<file path="src/rtl/delay_line_ctrl.sv">
// Programmable delay line with a priming state machine.
// A fixed chain of MAX_TAPS stages shifts every cycle; the output tap is
// selected by taps_active. After every (re)start the FSM waits taps_active
// cycles in PRIME so that only words that have travelled the full selected
// delay are ever flagged valid.
module delay_line_ctrl #(
  parameter int              WIDTH      = 40,
  parameter int              MAX_TAPS   = 16,
  parameter int              DEF_TAPS   = 10,
  parameter logic [WIDTH-1:0] BLANK_WORD = '0
) (
  input  logic             clk,
  input  logic             reset_n,
  input  logic             enable,
  input  logic [WIDTH-1:0] data_i,
  input  logic             cfg_valid,
  input  logic [6:0]       cfg_taps,
  output logic             cfg_ready,
  output logic [WIDTH-1:0] data_o,
  output logic             out_valid,
  output logic [6:0]       taps_active,
  output logic             busy
);

  localparam int         IW        = $clog2(MAX_TAPS);
  localparam logic [6:0] MAX_TAPS7 = 7'(MAX_TAPS);
  localparam logic [6:0] DEF_TAPS7 = 7'(DEF_TAPS);

  typedef enum logic [1:0] {IDLE, PRIME, RUN} state_t;

  state_t           state_reg, state_next;
  logic [6:0]       cnt_reg, cnt_next;
  logic [6:0]       taps_reg, taps_next;
  logic [6:0]       cfg_clamped;
  logic             accept;
  logic [IW-1:0]    tap_idx;
  logic [WIDTH-1:0] stage [MAX_TAPS];

  // Delay chain: shifts unconditionally; never flushed on reconfiguration.
  always_ff @(posedge clk or negedge reset_n) begin
    if (!reset_n) begin
      for (int i = 0; i < MAX_TAPS; i++) stage[i] <= '0;
    end else begin
      stage[0] <= data_i;
      for (int i = 1; i < MAX_TAPS; i++) stage[i] <= stage[i-1];
    end
  end

  // Clamp the requested delay into the legal range 1..MAX_TAPS.
  always_comb begin
    cfg_clamped = cfg_taps;
    if (cfg_taps == 7'd0)          cfg_clamped = 7'd1;
    else if (cfg_taps > MAX_TAPS7) cfg_clamped = MAX_TAPS7;
  end

  assign accept  = cfg_valid & cfg_ready;
  // Word sampled taps cycles ago sits in stage[taps-1] just before the edge.
  assign tap_idx = IW'(taps_reg - 7'd1);

  // State register with prime counter and active tap count.
  always_ff @(posedge clk or negedge reset_n) begin
    if (!reset_n) begin
      state_reg <= IDLE;
      cnt_reg   <= 7'd0;
      taps_reg  <= DEF_TAPS7;
    end else begin
      state_reg <= state_next;
      cnt_reg   <= cnt_next;
      taps_reg  <= taps_next;
    end
  end

  // Next-state logic; a low enable overrides every other event.
  always_comb begin
    state_next = state_reg;
    cnt_next   = cnt_reg;
    taps_next  = accept ? cfg_clamped : taps_reg;
    case (state_reg)
      IDLE: begin
        if (enable) begin
          state_next = PRIME;
          cnt_next   = taps_next;
        end
      end
      PRIME: begin
        if (!enable)               state_next = IDLE;
        else if (cnt_reg == 7'd1)  state_next = RUN;
        else                       cnt_next   = cnt_reg - 7'd1;
      end
      RUN: begin
        if (!enable) begin
          state_next = IDLE;
        end else if (accept) begin
          state_next = PRIME;
          cnt_next   = taps_next;
        end
      end
      default: state_next = IDLE;
    endcase
  end

  // State-decoded handshake and status outputs.
  always_comb begin
    busy      = (state_reg == PRIME);
    cfg_ready = (state_reg != PRIME);
  end

  assign taps_active = taps_reg;

  // Registered data path: valid and data follow the state being entered.
  always_ff @(posedge clk or negedge reset_n) begin
    if (!reset_n) begin
      out_valid <= 1'b0;
      data_o    <= BLANK_WORD;
    end else if (state_next == RUN) begin
      out_valid <= 1'b1;
      data_o    <= stage[tap_idx];
    end else begin
      out_valid <= 1'b0;
      data_o    <= BLANK_WORD;
    end
  end

endmodule

</file>
<file path="config.mk">
export PLATFORM = sky130hd
export DESIGN_NAME = delay_line_ctrl
export DESIGN_NICKNAME = d
export VERILOG_FILES = /design/src/rtl/delay_line_ctrl.sv
export SDC_FILE = /design/constraint.sdc
export NUM_CORES = 1
export LEC_CHECK = 0
export CAP_MARGIN = 20
export CORE_MARGIN = 4
export CORE_UTILIZATION = 55
export DETAILED_ROUTE_END_ITERATION = 8
export PLACE_DENSITY = 0.81
export SYNTH_ARGS = -nofsm -noshare
export SYNTH_HDL_FRONTEND = slang
export SYNTH_SLANG_ARGS = --single-unit
</file>
<file path="constraint.sdc">
create_clock -name clk -period 3.05 [get_ports clk]
set_input_delay 0.61 -clock clk [delete_from_list [all_inputs] [get_ports clk]]
set_output_delay 0.61 -clock clk [all_outputs]
set_load 0.01 [all_outputs]
</file>
==> impl_metrics.py, run 1 <==
metrics = {
    "run_status": {
        "status": "complete, no violations",
    },
    "synthesis": {
        "synthAdderAreaFrac_pct": 0.1651,
        "netlist_instances": 1131,
        "ys_seq_area_share_pct": 76.74,
        "syn_area_sq_um": 22730,
        "synth_top_cells_by_area": "dfrtp_1 77%, mux4_2 16%, a22oi_1 2.7%",
        "async_reset_ff_share_pct": 100.0,
        "syn_nets": 1185,
        "synth_top_family_by_area": "multiplexers",
        "ys_ff_latch": 697,
        "synth.mux.area_fraction_pct": 15.90,
        "syn_avg_cell_area_sq_um": 20.10,
        "yosysTopAreaCellShare_pct": 76.51,
        "synth_edf_count": 0,
        "ys.flop_type": "dfrtp_1",
        "synth-compound-area-share_pct": 4.481,
        "yosysUniqueCellTypes": 38,
        "synth-xor-area-share_pct": 0.07156,
        "synth_warnings": 0,
        "synth_top_area_cell": "dfrtp_1",
        "synthSimpleGateAreaFrac_pct": 0.9963,
    },
    "timing": {
        "fin_crit_ps": 2862,
        "finalCritPeriodShare_pct": 93.84,
        "setup_viol": 0,
        "fin_skew_ps": 14.85,
        "fmax_mhz": 349.4,
        "slew_headroom_pct": 34.10,
        "slew_violations": 0,
        "final.setup.tns_ps": 0,
        "worstMarginPinSlew_ps": 988.5,
        "rsz0062_at_grt": "no",
        "hold_slack_ps": 54.61,
        "timing_hold_violations_final": 0,
    },
    "clock_network": {
        "cts-hold-fix-buffers": 0,
        "cts_made_buffers": 66,
        "clock_latency_ps": 570,
        "htreeDepth": 3,
        "cts_buffer_depth": 3,
        "root_buffer": "clkbuf_16",
        "post_cts_buffers": 0,
        "cts_tree": "yes",
        "clock_sinks": 697,
        "clkTransAtPathRegs_ps": 60,
    },
    "place": {
        "port_buffers": 100,
        "gp_congestion": 0.7983,
        "placedCellCount": 1735,
        "dp_hpwl_microns": 24310,
    },
    "finish": {
        "regArea_sq_um": 17450,
        "top_register": "stage",
        "multi_input_area_sq_um": 4952,
        "nets": 1326,
        "drive_gt1_share_pct": 23.62,
        "fillers": 2501,
        "layout_commonest_cell": "dfrtp_1",
        "reg_top3": "stage x640, data_o x40",
        "final_cells": 1853,
        "mostFrequentLayoutCells": "694 x dfrtp_1, 160 x mux4_2, 99 x clkdlybuf4s50_1, 81 x a22oi_1, 71 x clkbuf_16",
        "areaGrowthSynthToFinish_pct": 17.81,
        "largest_reg_flops": 640,
        "n_antenna_cell": 0,
    },
    "critical_path": {
        "cp_max_fo": 15,
        "crit_arrival_ps": 2250,
        "crit_chain": "nand2b_1, inv_1, clkdlybuf4s50_1",
        "cp_data_required_time_ps": 2440,
        "cp_slowest_cell": "clkdlybuf4s50_1",
        "path_class": "flop to primary output",
        "cpPeakStageDelay_ps": 580,
        "cp-end-kind": "primary output",
        "critPathLaunchType": "flop",
        "cp_top_family": "buffers and inverters",
        "critPathBufInv": 2,
    },
    "global_route": {
        "antenna_found_initial": 1,
        "grt_max_degree": 103,
        "met3_usage_pct": 4.564,
        "grt_pass1_vias": 12610,
        "groute.usage.overall_pct": 20.71,
        "busiest_layer": "met2",
        "grt_pass1_wl_microns": 71590,
        "use_met1_pct": 29.77,
        "grt_overflow": 0,
        "gr-usage-met2_pct": 32.60,
    },
    "detailed_routing": {
        "drt_iter0_drc": 660,
        "drt_wl_total_microns": 43650,
        "drc": 0,
        "firstDrtPassIters": 4,
        "ant_nets": 0,
        "via_per_inst": 5.893,
        "wl_per_cell_microns": 23.56,
        "dr_total_vias": 10920,
    },
    "floorplan": {
        "die_w_microns": 211.3,
        "initial_utilization_pct": 55.67,
        "rows": 74,
        "core_area_sq_um": 40830,
        "ios": 101,
        "die_area_sq_um": 44650,
        "die_height_microns": 211.3,
    },
    "power_and_ir_drop": {
        "p_leak_nw": 11.19,
        "p_per_area_nw_per_um2": 753.2,
        "ir_drop_mv": 0.5426,
    },
    "worst_hold_path": {
        "hold_path.class": "input port to async pin",
    },
    "flow_run": {
        "maxCapViolCount": 0,
    },
}
layer usage:
layer | routed length (microns) | vias up
met3 | 2335 | 94
met1 | 18220 | 6058
met5 | 0 | -
li1 | - | 4473
met4 | 1231 | 0
met2 | 21860 | 294
area by class of cell:
type | instances | area share [%]
Sequential cell | 697 | 65.16
Multi-Input combinational cell | 362 | 18.49
Clock buffer | 106 | 8.023
Timing Repair Buffer | 132 | 5.243
Tap cell | 532 | 2.486
Clock inverter | 11 | 0.4158
Inverter | 13 | 0.1822
timing repair:
item / 4_1_cts / 5_1_grt
setup endpoints to repair: 1 / 0
resized for setup: 1 / 0
hold endpoints to repair: 0 / 0
stage by stage:
step / power [mW] / area [sq um] / utilization, % / worst slack [ps]
3_3_place_gp: 11.90 / 24480 / 59.95 / 485.5
3_5_place_dp: 11.99 / 24480 / 59.95 / 455.0
4_1_cts: 20.40 / 26780 / 65.58 / 175.5
2_1_floorplan: 11.23 / 22730 / - / 577.4
6_report: 20.17 / 26780 / 65.58 / 187.9
5_1_grt: 21.00 / 26780 / 65.58 / 87.07
path summary, 6_finish.rpt:
check / cells past startpoint / slack [ps] / to / start
min in group clk: 0 / 360 / stage[18]$_DFF_PN0_ / stage[58]$_DFF_PN0_
max in group asynchronous: 2 / 2000 / stage[388]$_DFF_PN0_ / reset_n
worst min-delay path: 1 / 50 / stage[616]$_DFF_PN0_ / reset_n
worst min register to register: 0 / 360 / stage[18]$_DFF_PN0_ / stage[58]$_DFF_PN0_
worst max-delay path: 3 / 190 / busy / state_reg[1]$_DFF_PN0_
worst max register to register: 6 / 470 / data_o[4]$_DFF_PN0_ / taps_active[1]$_DFF_PN1_
cells in the mapped netlist, types with 3 or more instances:
master and instances:
buf_4 4, a31oi_1 3, and2_1 3, nand2_1 12, mux4_2 160, dfrtp_1 695
o21ai_0 7, a21oi_1 46, buf_2 34, nor2_1 7, buf_6 6, a22oi_1 81
nor3_1 7, or3_1 3, nand3_1 3, nand2b_1 5, ha_1 3, clkbuf_1 15
inv_1 13
where the power goes:
| part | total, mW | switching [mW] | internal, mW |
|---|---|---|---|
| clock network | 8.30 | 3.31 | 4.99 |
| registers | 10.0 | 0.300 | 9.74 |
| logic | 1.83 | 0.975 | 0.850 |
cells by family after synthesis:
kind of cell	Yosys count
flops	697
mux	161
compound gates	152
buf+inv	72
simple gates	45
fa+ha+maj	3
xor+xnor	1
(Power assumes the default switching activity.)
==> run 2: changes to the inputs <==
--- a/config.mk
+++ b/config.mk
@@ -9,7 +9,8 @@
 export CORE_MARGIN = 4
 export CORE_UTILIZATION = 55
 export DETAILED_ROUTE_END_ITERATION = 8
-export PLACE_DENSITY = 0.81
+export PLACE_DENSITY = 0.7
+export SLEW_MARGIN = 20
 export SYNTH_ARGS = -nofsm -noshare
 export SYNTH_HDL_FRONTEND = slang
 export SYNTH_SLANG_ARGS = --single-unit
==> impl_metrics.py, run 2 (synthesis results as in run 1) <==
metrics = {
    "place": {
        "gp_congestion": 0.7748,
        "placedCellCount": 1740,
        "placed_area_sq_um": 24500,
        "dp_hpwl_microns": 23610,
        "port_buffers": 100,
        "dpl_worst_slack_ps": 724.4,
    },
    "worst_hold_path": {
        "hold_path.class": "input port to async pin",
    },
    "critical_path": {
        "crit_arrival_ps": 2050,
        "cp_slowest_cell": "clkdlybuf4s50_1",
        "rr_endpoint": "data_o[3]$_DFF_PN0_",
        "cp-end-kind": "primary output",
        "cp_data_required_time_ps": 2440,
        "cpPeakStageDelay_ps": 660,
        "critPathLaunchType": "flop",
        "cp_top_family": "buffers and inverters",
        "crit_chain": "buf_12, clkdlybuf4s50_1",
        "path_depth": 2,
        "rr_worst_depth": 6,
        "critPathBufInv": 2,
        "r2r_start": "taps_active[1]$_DFF_PN1_",
        "cp_max_fo": 45,
        "r2r_slack_ps": 760,
        "path_class": "flop to primary output",
    },
    "detailed_routing": {
        "wl_per_cell_microns": 22.29,
        "drt_wl_total_microns": 41440,
        "dr_total_vias": 10710,
        "ant_nets": 0,
        "drc": 0,
        "drt_iter0_drc": 753,
        "via_per_inst": 5.761,
        "firstDrtPassIters": 5,
    },
    "clock_network": {
        "cts_buffer_depth": 3,
        "root_buffer": "clkbuf_16",
        "htreeDepth": 3,
        "clock_sinks": 697,
        "clock_latency_ps": 580,
        "cts_made_buffers": 68,
        "cts-hold-fix-buffers": 0,
        "clkTransAtPathRegs_ps": 60,
        "cts_tree": "yes",
        "post_cts_buffers": 0,
        "cts_resized": 0,
    },
    "timing": {
        "timing_hold_violations_final": 0,
        "final.setup.tns_ps": 0,
        "worstMarginPinSlew_ps": 735.2,
        "slew_headroom_pct": 50.99,
        "hold_slack_ps": 31.18,
        "finalCritPeriodShare_pct": 87.19,
        "setup_viol": 0,
        "fin_crit_ps": 2659,
        "fmax_mhz": 376.0,
        "layout_setup_ws_ps": 390.7,
        "rsz0062_at_grt": "no",
        "slew_violations": 0,
        "fin_skew_ps": 22.39,
    },
    "floorplan": {
        "core_area_sq_um": 40830,
        "initial_utilization_pct": 55.67,
        "rows": 74,
        "ios": 101,
        "die_height_microns": 211.3,
        "die_w_microns": 211.3,
        "die_area_sq_um": 44650,
    },
    "global_route": {
        "groute.usage.overall_pct": 19.72,
        "grt_pass1_wl_microns": 68920,
        "grt_overflow": 0,
        "grt_pass1_vias": 12110,
        "antenna_found_initial": 0,
        "grt_max_degree": 103,
    },
    "finish": {
        "mostFrequentLayoutCells": "694 x dfrtp_1, 160 x mux4_2, 99 x clkdlybuf4s50_1, 81 x a22oi_1, 71 x clkbuf_16",
        "reg_top3": "stage x640, data_o x40",
        "final_cells": 1859,
        "drive_gt1_share_pct": 23.96,
        "multi_input_area_sq_um": 4952,
        "nets": 1332,
        "fin_util_pct": 65.59,
        "largest_reg_flops": 640,
        "layout_commonest_cell": "dfrtp_1",
        "final_cell_area_sq_um": 26780,
        "areaGrowthSynthToFinish_pct": 17.82,
        "regArea_sq_um": 17450,
        "fillers": 2670,
        "n_antenna_cell": 0,
        "top_register": "stage",
    },
    "power_and_ir_drop": {
        "p_leak_nw": 11.19,
        "p_total_mw": 20.25,
        "p_per_area_nw_per_um2": 756.2,
        "ir_drop_mv": 0.5091,
    },
    "run_status": {
        "status": "complete, no violations",
    },
    "flow_run": {
        "maxCapViolCount": 0,
    },
}
[run 2: cell count changes in the layout (fill, tap and decap cells not counted), sizes merged]
cell      before  now
clkinv         7   15
clkbuf       106   94
bufbuf         1    0
bufinv         2    6
clkinvlp       1    3
buf           32   37
[run 2: final cells by class]
type	instances	area share, %
timing repair buffer	136	5.186
tap	532	2.486
clock buffer	94	7.405
multi-input combinational	362	18.49
clock inverter	25	1.098
sequential	697	65.15
inverter	13	0.1822
[run 2: per-layer routing]
layer / vias to the layer above / track usage, % / wire (microns)
met5: - / 0 / 0
met4: 0 / 5.575 / 960
met3: 77 / 3.749 / 1737
met1: 5944 / 29.93 / 18560
met2: 196 / 30.44 / 20190
li1: 4492 / - / -
[run 2: worst register-to-register path, delay by kind of cell, from the launching register on]
family | cells | cell delay [ps]
AO/OA/AOI/OAI | 2 | 400
multiplexers | 1 | 400
buffers and inverters | 2 | 440
adder cells (fa/ha/maj) | 1 | 320
flip-flops | 1 | 590
[run 2: power breakdown]
part	switching (mW)	internal, mW
registers	0.287	9.74
logic	0.952	0.847
clock network	3.37	5.06
[run 2: worst max-delay path by stage]
stage	startpoint	slack, ps	to
floorplan	taps_active[0]$_DFF_PN0_	580	data_o[19]$_DFF_PN0_
global placement	taps_active[1]$_DFF_PN1_	740	data_o[3]$_DFF_PN0_
detailed placement	cfg_valid	720	data_o[15]$_DFF_PN0_
CTS	taps_active[0]$_DFF_PN0_	310	taps_active[0]
global route	taps_active[0]$_DFF_PN0_	280	taps_active[0]
finish	taps_active[0]$_DFF_PN0_	390	taps_active[0]
==> RTL edit (settings of run 2) <==
Encoding of `state_t`: now one-hot (3 bits for 3 states).
--- a/src/rtl/delay_line_ctrl.sv
+++ b/src/rtl/delay_line_ctrl.sv
@@ -28,3 +28,3 @@
 
-  typedef enum logic [1:0] {IDLE, PRIME, RUN} state_t;
+  typedef enum logic [2:0] {IDLE = 3'b001, PRIME = 3'b010, RUN = 3'b100} state_t;
 
Behaviour: no difference found for any inputs over 4 cycles, from zero or initial values and one cycle with reset_n low; so few cycles prove little.
==> RTL edit against run 2 <==
  * The flow now finishes with violations (hold timing)
  * Synthesized area increased by 0.31%
  * Worst setup slack got worse by 280 ps
  * Total power decreased by 1.2%
  * Combinational power is 7% lower
  * Global-route usage shrank 0.16 points
  * Core utilization about the same
  * Design area rose by 0.20%
  * Worst hold slack got worse by 37 ps
  * Routed wire length shrank 1.1%
  * Count of clock-buffer cells in the layout rose by 5
  * Clock skew is 11 ps lower
  * Sequential cell count grew 1
  * Clock power down 1%
==> RTL edit: results (changes against run 2) <==
Status
The flow ran to the end, but the final reports show violations. The final reports fail on hold timing.

Worst hold path
The min-delay analysis places its worst path in the category input pin to asynchronous set/reset pin.

Critical path
The cell with the largest stage delay on the worst path is clkdlybuf4s50_1. The reg-to-reg setup timing slack is 660 ps (-100 ps). The signal arrival time at the worst endpoint is 2330 ps (+280 ps). The endpoint identified for the worst register-to-register timing path is data_o[27]$_DFF_PN0_. The kind of cell adding the most delay to the critical path is buffers and inverters.

The largest stage delay on the critical path is 570 ps (-90 ps). The biggest fanout along the worst timing path came to 13 (-71%).

Global route
The fraction of met1 tracks used by global routing is 28.8% (-1.1 points). The met2 track demand over resource in global routing is 31.1% (+0.65 points). The met3 routing resource usage after global routing is 3.35% (-0.40 points). The total track usage was 19.6% (-0.16 points).

The wire length of the first global-routing pass is 68.4 mm (-0.80%). The pin count of the biggest net entering global routing was 112 (+8.7%). The via count of the first global-routing pass is 12100 (+0.31%).

Finish
The buffering overhead is 5.22% (+0.036 points). The count of buffers not belonging to the clock network in the layout is 131 (-3.7%). The number of fillers in the final layout is 2661 (-0.34%). The number of logic inverters in the finished layout was 11 (-2). The number of multi-input combinational cells is 365 (+0.83%). The share of the final layout cell area in sequential cells is 65.1% (about the same).

The diode insertion count for antenna repair is 0 (unchanged). The clock buffer count in the final layout is 99 (+5.3%). The multi-input gate share of the layout cell area is 18.6% (+0.14 points).

The final layout net count is 1328 (-0.30%). The layout cell share with drive strength beyond 1 was 23.7% (-0.31 points). The clock-cell share of area was 8.39% (-0.11 points).

Route
The final wirelength is 41.0 mm (-1.1%). The detailed-routing wirelength on met1 is 17.6 mm (-5.1%). The met3 wirelength from detailed routing came to 1.77 mm (+2.1%).

The number of DRC violations after detailed-routing iteration 0 is 632 (-16%). The number of optimization iterations in the first detailed-route pass was 4 (-1). The detail-routed via count per cell is 5.68 (-1.5%). The total length of routed met2 wires is 20.8 mm (+3.3%).

Synth
Ranked by instance count, the synthesized netlist is headed by dfrtp_1, mux4_2, a22oi_1. The sequential area share after synthesis is 76.6% (-0.12 points). After synthesis, the cell types taking the most area are dfrtp_1, mux4_2, a22oi_1. The distinct cell type count after synthesis came to 44 (+16%).

The share of synthesized flip-flops with an asynchronous set or reset came to 100% (unchanged). The synthesized netlist net count is 1189 (+0.34%).

Power and ir drop
The peak supply drop is 0.000439 V (-14%). The leakage component of the power came to 11.2 nW (about the same).

Clock network
The deepest clock path buffer count is 3 (unchanged). The number of buffers inserted to repair setup after CTS is 0 (unchanged). The clock sink count is 698 (+0.14%). The clock slew seen by the registers of the worst setup and hold paths was 60 ps (about the same).

The total clock buffers created by CTS was 67 (-1.5%).

Placement
The routability congestion estimate from global placement is 0.797 (+2.8%). The half-perimeter wire length of the detailed placement result is 23.2 mm (-1.8%).

STA
The final clock skew is 11.1 ps (-11.3 ps). The worst slack on hold paths is -5.81 ps (-37.0 ps). The number of hold violations in the final report is 11 (+11). The measured slew at the worst slew-check pin was 738 ps (+2.38 ps).
RTL edit: how the worst max path moves through the flow:
stage | from | cells past startpoint | end
6_report | state_reg[2]$_DFF_PN0_ | 4 | busy
5_1_grt | state_reg[2]$_DFF_PN0_ | 4 | busy
4_1_cts | state_reg[2]$_DFF_PN0_ | 4 | busy
3_5_place_dp | taps_active[1]$_DFF_PN1_ | 6 | data_o[27]$_DFF_PN0_
3_3_place_gp | taps_active[1]$_DFF_PN1_ | 6 | data_o[29]$_DFF_PN0_
2_1_floorplan | taps_active[0]$_DFF_PN0_ | 11 | data_o[29]$_DFF_PN0_
RTL edit: metrics by stage:
| stage | area [um2] | utilization, % | std cells | worst slack [ps] |
|---|---|---|---|---|
| final | 26800 | 65.6 | 1855 | 115 |
| after global routing | 26800 | 65.6 | 1855 | 10.8 |
| after CTS | 26800 | 65.6 | 1855 | 96.9 |
| after detailed placement | 24600 | 60.1 | 1737 | 697 |
| after global placement | 24600 | 60.1 | 1737 | 703 |
| after floorplan | 22800 | - | 1135 | 492 |
RTL edit: cell families (layout without fill, tap and decap cells):
| logic type | count (synthesis) | count (layout) | synth area share (%) |
|---|---|---|---|
| multiplexers | 160 | 160 | 15.8 |
| flip-flops | 698 | 698 | 76.6 |
| AND/OR/NAND/NOR | 41 | 41 | 0.933 |
| buffers and inverters | 72 | 260 | 1.59 |
| adder cells (fa/ha/maj) | 3 | 3 | 0.165 |
| AO/OA/AOI/OAI | 159 | 159 | 4.77 |
| XOR/XNOR | 2 | 2 | 0.110 |
RTL edit: power breakdown:
| part | total [mW] | leakage, nW | switching, mW | internal (mW) |
|---|---|---|---|---|
| registers | 10.0 | 8.24 | 0.282 | 9.74 |
| clock network | 8.31 | 1.11 | 3.30 | 5.02 |
| logic | 1.67 | 1.83 | 0.884 | 0.790 |
